## src/rtl/exe_div_unit.sv

```systemverilog
// Iterative radix-2 restoring divider for MIPS DIV/DIVU in the EXE stage.
// Fixed 34-cycle latency through a start/busy/done handshake; quotient goes to LO, remainder to HI.
module exe_div_unit #(
    parameter int WIDTH = 32
) (
    input  logic             clk,
    input  logic             resetn,
    input  logic             EXE_DivStart,
    input  logic             EXE_DivSigned,
    input  logic [WIDTH-1:0] EXE_ResultA,
    input  logic [WIDTH-1:0] EXE_ResultB,
    input  logic             EXE_Flush,
    output logic             EXE_DivBusy,
    output logic             EXE_DivDone,
    output logic [WIDTH-1:0] EXE_DivQuot,
    output logic [WIDTH-1:0] EXE_DivRem
);

    localparam int CW = (WIDTH > 1) ? $clog2(WIDTH) : 1;

    typedef enum logic [1:0] {
        IDLE,
        CALC,
        DONE
    } state_t;

    state_t state, state_next;

    logic [CW-1:0]    cnt;
    logic [WIDTH-1:0] rem, quot, divisor;
    logic             neg_q, neg_r;
    logic [WIDTH-1:0] quot_out, rem_out;

    logic             accept, last_step;
    logic [WIDTH-1:0] a_abs, b_abs;
    logic [WIDTH:0]   shifted, trial;
    logic [WIDTH-1:0] rem_step, quot_step;

    // Next-state logic; flush dominates both a new start and an in-flight divide.
    always_comb begin
        state_next = state;
        accept     = 1'b0;
        last_step  = 1'b0;
        case (state)
            IDLE: begin
                if (EXE_DivStart && !EXE_Flush) begin
                    accept     = 1'b1;
                    state_next = CALC;
                end
            end
            CALC: begin
                last_step = (cnt == CW'(WIDTH - 1));
                if (EXE_Flush) begin
                    state_next = IDLE;
                end else if (last_step) begin
                    state_next = DONE;
                end
            end
            DONE: begin
                state_next = IDLE;
            end
            default: begin
                state_next = IDLE;
            end
        endcase
    end

    always_ff @(posedge clk or negedge resetn) begin
        if (!resetn) begin
            state <= IDLE;
        end else begin
            state <= state_next;
        end
    end

    // Operand conditioning and one restoring step over the {rem, quot} pair.
    always_comb begin
        a_abs = (EXE_DivSigned && EXE_ResultA[WIDTH-1]) ? -EXE_ResultA : EXE_ResultA;
        b_abs = (EXE_DivSigned && EXE_ResultB[WIDTH-1]) ? -EXE_ResultB : EXE_ResultB;

        shifted = {rem, quot[WIDTH-1]};
        trial   = shifted - {1'b0, divisor};

        if (!trial[WIDTH]) begin
            rem_step  = trial[WIDTH-1:0];
            quot_step = {quot[WIDTH-2:0], 1'b1};
        end else begin
            rem_step  = shifted[WIDTH-1:0];
            quot_step = {quot[WIDTH-2:0], 1'b0};
        end
    end

    always_ff @(posedge clk or negedge resetn) begin
        if (!resetn) begin
            cnt      <= '0;
            rem      <= '0;
            quot     <= '0;
            divisor  <= '0;
            neg_q    <= 1'b0;
            neg_r    <= 1'b0;
            quot_out <= '0;
            rem_out  <= '0;
        end else if (accept) begin
            cnt     <= '0;
            rem     <= '0;
            quot    <= a_abs;
            divisor <= b_abs;
            neg_q   <= EXE_DivSigned && (EXE_ResultA[WIDTH-1] ^ EXE_ResultB[WIDTH-1]);
            neg_r   <= EXE_DivSigned && EXE_ResultA[WIDTH-1];
        end else if (state == CALC && !EXE_Flush) begin
            cnt  <= cnt + 1'b1;
            rem  <= rem_step;
            quot <= quot_step;
            // Result registers only move on the final step, so they hold across CALC and flushes.
            if (last_step) begin
                quot_out <= neg_q ? -quot_step : quot_step;
                rem_out  <= neg_r ? -rem_step  : rem_step;
            end
        end
    end

    assign EXE_DivBusy = (state != IDLE);
    assign EXE_DivDone = (state == DONE);
    assign EXE_DivQuot = quot_out;
    assign EXE_DivRem  = rem_out;

endmodule

```

## config.mk

```make
export PLATFORM = sky130hd
export DESIGN_NAME = exe_div_unit
export DESIGN_NICKNAME = d
export VERILOG_FILES = /design/src/rtl/exe_div_unit.sv
export SDC_FILE = /design/constraint.sdc
export NUM_CORES = 1
export LEC_CHECK = 0
export ABC_AREA = 1
export BUFFER_PORTS_ARGS = -buffer_cell sky130_fd_sc_hd__buf_2
export CAP_MARGIN = 5
export CELL_PAD_IN_SITES_DETAIL_PLACEMENT = 0
export CELL_PAD_IN_SITES_GLOBAL_PLACEMENT = 1
export CORE_MARGIN = 3
export CORE_UTILIZATION = 47
export DETAILED_ROUTE_END_ITERATION = 8
export PLACE_DENSITY = 0.91
export SYNTH_ARGS = -nofsm -noshare
export SYNTH_HDL_FRONTEND = slang
export SYNTH_SLANG_ARGS = --single-unit
export TNS_END_PERCENT = 10
```

## constraint.sdc

```tcl
create_clock -name clk -period 11.89 [get_ports clk]
set_input_delay 2.378 -clock clk [delete_from_list [all_inputs] [get_ports clk]]
set_output_delay 2.378 -clock clk [all_outputs]
set_load 0.01 [all_outputs]
```

==> out/metrics.cfg, run 1 <==
[sta]
setup_viol=0
relSlewSlack_pct=29.1
setup_tns_ns=0
min_period_ns=5.07
rsz0062_at_grt=false
timing.fmax_ghz=0.197
final-hold-violation-count=0
skew_ns=0.0179
maxSlewViolCount=0
worst_pin_slew_ns=1.06
finalCritPeriodShare_pct=42.6

[logic_synthesis]
syn_avg_cell_area_um2=6.82
syn-num-nets=1962
yosysUniqueCellTypes=55
synthesis.area_um2=12600
syn_inst=1854
synth_edf_count=0
synthArstFlopShare_pct=100
ys_ff_latch=169
synth-main-ff-cell=dfrtp_1
yosysSeqAreaShare_pct=33.5
synth_warnings=0

[floorplanning]
rows=59
die_w_um=170
dieArea_um2=28900
die_h_um=170
ioPinCount=135
coreArea_um2=26300
start_util_pct=48.1

[final_layout]
nets=2063
multi_input_area_um2=7200
layout_commonest_cell=nand2_1
layout_common_cells=nand2_1 (548), inv_1 (242), dfrtp_1 (169)
fill_cells=2664
final_cells=2303
drive_above_1_share_pct=12.8
antenna_cells=0
seqCellArea_um2=4230
final_util_pct=53.6
area_growth_pct=11.5

[grt]
grt_pass1_wl_um=62100
antenna_found_initial=0
grt_pass1_vias=11900
grt_overflow=0
grt_start_max_net_pins=111
grt_util_all_layers_pct=27.1

[power_and_ir_drop]
power_density_nw_per_um2=265
p_clk_share_pct=14.9
switching_share_pct=54.2
p_seq_share_pct=21.3
peakVddDrop_mv=0.149
power.switching_w=0.00202
intPower_w=0.00171
p_comb_share_pct=63.8
leakage_nw=7.50

[setup_path]
crit_path_end_kind=flop
setup.worst_path.class=input pin to flop
cpPeakStageDelay_ns=0.70
path_cells=buf_2, inv_1, nand3_2, buf_4, inv_1, nand2_2, buf_4, inv_1, nand3_1, nand2_1
crit_fanout=106
cp.arrival_ns=5.38
cp.buffers_inverters=6
cp_slowest_cell=buf_4
critPathMostFrequentCell=inv_1
crit_family=buffers and inverters
worstPathRequired_ns=12.20
cp-start-kind=input pin

[placed_design]
dp_hpwl_um=30300
portBuffers=134
routabilityCongestion=0.983
dp.cells=2271

[cts]
cts_inserted_buffers=17
root_buffer=clkbuf_16
clk_latency_ns=0.44
clk_path_buf_depth=2
cts_tree=yes
clkSinkCount=169
cts_setup_buffers=0
cts_hold_buf=0
cts.repair.resized=0
h-tree-depth=4
clk_pin_slew_worst_paths_ns=0.07

[drt]
wire_per_inst_um=16.8
drt_iter0_drc=1049
drc_errors=0
firstDrtPassIters=6
viasPerCell=5.32
ant_nets=0
drt_wl_total_um=38800
vias=12300

[hold_path]
hold_path.class=flop to flop

[job]
drv_cap=0

[outcome]
status=finished clean

## synthesized netlist by cell type, drive strengths merged, types with 7 or more instances
master	count	area [µm²]
xor2	70	613
o221ai	25	219
nand3	126	653
o22ai	25	156
clkbuf	44	165
o21ai	146	757
dfrtp	169	4230
o31ai	7	62.6
o21bai	7	52.6
nand4	25	156
nand2	588	2350
nor3	26	141
buf	15	129
nor4	8	56.3
xnor2	30	263
a21oi	58	309
inv	248	931
ha	38	475
nor2	160	633
## cell type report
cell class                 count  area share [%]
timing repair buffer         141            5.18
clock inverter                14            1.08
tap                          335            2.97
multi-input combinational   1376            51.1
sequential                   169            30.0
clock buffer                  18            3.05
inverter                     250            6.66
## through the flow
step / hold WS (ns) / worst slack [ns] / cell area, µm² / total power, W
after detailed placement: 0.460 / 6.38 / 13500 / 0.00317
after floorplan: 0.434 / 7.51 / 12600 / 0.00258
after global routing: 0.512 / 6.46 / 14100 / 0.00408
after global placement: 0.455 / 6.48 / 13500 / 0.00315
final: 0.473 / 6.82 / 14100 / 0.00373
after CTS: 0.471 / 6.84 / 14100 / 0.00373
## routing by layer
metal	vias up	share of wire (%)	wire length (µm)	track usage, %
li1	6178	-	-	-
met1	5629	43	16700	35.0
met2	369	49	18800	46.7
met3	76	5.0	1950	3.93
met4	0	3.4	1320	9.21
met5	-	0	0	0
## logic make-up after synthesis
| kind of cell | after synthesis | synth area share [%] |
|---|---|---|
| buffers and inverters | 309 | 9.75 |
| AND/OR/NAND/NOR | 949 | 32.5 |
| flip-flops | 169 | 33.5 |
| adder cells (fa/ha/maj) | 39 | 3.92 |
| XOR/XNOR | 100 | 6.93 |
| AO/OA/AOI/OAI | 288 | 13.5 |
## final timing paths
check                                       start  cells after the start  slack (ns)                          end
min                            cnt[3]$_DFFE_PN0P_                      1        0.47           cnt[3]$_DFFE_PN0P_
max                                     EXE_Flush                     10        6.82   EXE_DivRem[30]$_DFFE_PN0P_
min reg2reg                    cnt[3]$_DFFE_PN0P_                      1        0.47           cnt[3]$_DFFE_PN0P_
min in group asynchronous                  resetn                      1        2.09      divisor[13]$_DFFE_PN0P_
max reg2reg                divisor[0]$_DFFE_PN0P_                     27        7.09  EXE_DivQuot[30]$_DFFE_PN0P_
max in group asynchronous                  resetn                      2        8.47          quot[8]$_DFFE_PN0P_
## flip-flops by register name, indices dropped and copies added, names as in the netlist
name	flops
divisor	32
rem	32
neg_q	1
neg_r	1
EXE_DivRem	32
cnt	5
state	2
EXE_DivQuot	32
quot	32
## power groups by stage
stage	Sequential, W	Combinational, W	Clock [W]
2_1_floorplan	0.000746	0.00183	0
3_3_place_gp	0.000802	0.00235	0
3_5_place_dp	0.000803	0.00236	0
4_1_cts	0.000793	0.00238	0.000564
5_1_grt	0.000803	0.00269	0.000588
6_report	0.000796	0.00238	0.000555
Power figures use the tool's default switching activity.
==> run 2: changes to the inputs <==
--- a/config.mk
+++ b/config.mk
@@ -11,9 +11,9 @@
 export CELL_PAD_IN_SITES_DETAIL_PLACEMENT = 0
 export CELL_PAD_IN_SITES_GLOBAL_PLACEMENT = 1
 export CORE_MARGIN = 3
-export CORE_UTILIZATION = 47
+export CORE_UTILIZATION = 43
 export DETAILED_ROUTE_END_ITERATION = 8
-export PLACE_DENSITY = 0.91
+export PLACE_DENSITY = 0.84
 export SYNTH_ARGS = -nofsm -noshare
 export SYNTH_HDL_FRONTEND = slang
 export SYNTH_SLANG_ARGS = --single-unit
==> constraint.sdc (replaced) <==
create_clock -name clk -period 5.2 [get_ports clk]
set_input_delay 1.04 -clock clk [delete_from_list [all_inputs] [get_ports clk]]
set_output_delay 1.04 -clock clk [all_outputs]
set_load 0.01 [all_outputs]
==> run 2 against run 1 <==
  * Flip-flop and latch count stayed put
  * Sequential share of layout area is 0.33 points lower
  * Cell count is 2.3% higher
  * Sequential power is 130% higher
  * Critical endpoint is now EXE_DivQuot[28]$_DFFE_PN0P_
  * Critical path depth is 16 higher
  * Die area is 9.0% higher
  * Highest routed layer is now met5
  * Via count is 1.3% higher
  * Total power is 130% higher
  * Clock-buffer cell count is 1 lower
==> out/metrics.cfg, run 2 (synthesis results as in run 1) <==
[sta]
maxSlewViolCount=0
hold_slack_ns=0.477
finalCritPeriodShare_pct=83.3
skew_ns=0.0176
relSlewSlack_pct=36.8
rsz0062_at_grt=false
worst_pin_slew_ns=0.947
timing.fmax_ghz=0.231
setup_viol=0
min_period_ns=4.33
setup_tns_ns=0
final-hold-violation-count=0

[drt]
drt_iter0_drc=873
wire_per_inst_um=17.5
drt_wl_total_um=41200
drc_errors=0
firstDrtPassIters=5
viasPerCell=5.27
ant_nets=0
vias=12400

[setup_path]
cp.arrival_ns=4.70
setup.worst_path.class=flop to flop
cpPeakStageDelay_ns=0.41
worstPathRequired_ns=5.57
crit_family=simple AND/OR/NAND/NOR gates
crit_path_end_kind=flop
crit_fanout=5
cp.buffers_inverters=3
cp-start-kind=flop
cp_slowest_cell=fa_1

[final_layout]
layout_commonest_cell=nand2_1
area_growth_pct=12.7
final_util_pct=49.4
layout_common_cells=nand2_1 (548), inv_1 (242), dfrtp_1 (169)
antenna_cells=0
drive_above_1_share_pct=13.0
final_cells=2356
nets=2067

[grt]
grt_pass1_vias=12100
grt_pass1_wl_um=65300
grtUsageMet2_pct=45.2
grt_start_max_net_pins=91
grt.met1_usage_pct=34.4
antenna_found_initial=1
grt_util_all_layers_pct=26.5
use_met3_pct=3.53
grt_overflow=0
grt-busiest-layer=met2

[cts]
cts_setup_buffers=0
clk_path_buf_depth=2
cts.repair.resized=0
root_buffer=clkbuf_16
h-tree-depth=4
clkSinkCount=169
cts_hold_buf=0
clk_latency_ns=0.45
clk_pin_slew_worst_paths_ns=0.08
cts_inserted_buffers=17
cts_tree=yes

[floorplanning]
rows=62
ioPinCount=135
die_w_um=177
start_util_pct=43.8
coreArea_um2=28900
die_h_um=177
dieArea_um2=31500

[power_and_ir_drop]
switching_share_pct=54.6
finalPower_w=0.00871
p_seq_share_pct=20.7
power.switching_w=0.00476
power_density_nw_per_um2=611
intPower_w=0.00395
p_comb_share_pct=63.4
peakVddDrop_mv=0.270
p_clk_share_pct=15.9
leakage_nw=7.56

[outcome]
status=finished clean

[placed_design]
dp_hpwl_um=32400
portBuffers=134
routabilityCongestion=0.922
dp.cells=2324

[job]
drv_cap=0

[hold_path]
hold_path.class=flop to flop

[run 2: layout make-up]
| type | instances | area [µm²] |
|---|---|---|
| Tap cell | 384 | 480 |
| Fill cell | 3029 | 14600 |
| Inverter | 250 | 938 |
| Clock buffer | 17 | 425 |
| Sequential cell | 169 | 4230 |
| Clock inverter | 15 | 215 |
| Timing Repair Buffer | 145 | 759 |
| Multi-Input combinational cell | 1376 | 7200 |
[run 2: path summary, 6_finish.rpt]
kind / cells past startpoint / slack, ns / end / from
worst max-delay path: 26 / 0.87 / EXE_DivQuot[28]$_DFFE_PN0P_ / quot[31]$_DFFE_PN0P_
min in group asynchronous: 1 / 0.61 / divisor[23]$_DFFE_PN0P_ / resetn
worst max register to register: 26 / 0.87 / EXE_DivQuot[28]$_DFFE_PN0P_ / quot[31]$_DFFE_PN0P_
worst min register to register: 1 / 0.48 / cnt[3]$_DFFE_PN0P_ / cnt[3]$_DFFE_PN0P_
worst min-delay path: 1 / 0.48 / cnt[3]$_DFFE_PN0P_ / cnt[3]$_DFFE_PN0P_
max in group asynchronous: 2 / 3.33 / EXE_DivQuot[9]$_DFFE_PN0P_ / resetn
[run 2: through the flow]
stage / area (µm²) / worst slack, ns
after floorplan: 12600 / 1.25
after global placement: 13600 / 1.08
after detailed placement: 13600 / 0.947
after CTS: 14200 / 0.899
after global routing: 14200 / 0.376
final: 14200 / 0.871
[run 2: routing by layer]
| metal | vias to the layer above | share of wire [%] | wire length (µm) |
|---|---|---|---|
| met2 | 373 | 49 | 20100 |
| li1 | 6185 | - | - |
| met1 | 5768 | 43 | 17700 |
| met5 | - | 0.044 | 18 |
| met4 | 2 | 3.6 | 1480 |
| met3 | 81 | 4.7 | 1950 |
[run 2: power by group through the flow]
stage	clock network [W]	logic, W	registers [W]
after floorplan	0	0.00419	0.00171
after global placement	0	0.00546	0.00182
after detailed placement	0	0.00547	0.00183
after CTS	0.00141	0.00550	0.00180
after global routing	0.00145	0.00620	0.00183
final	0.00139	0.00552	0.00180
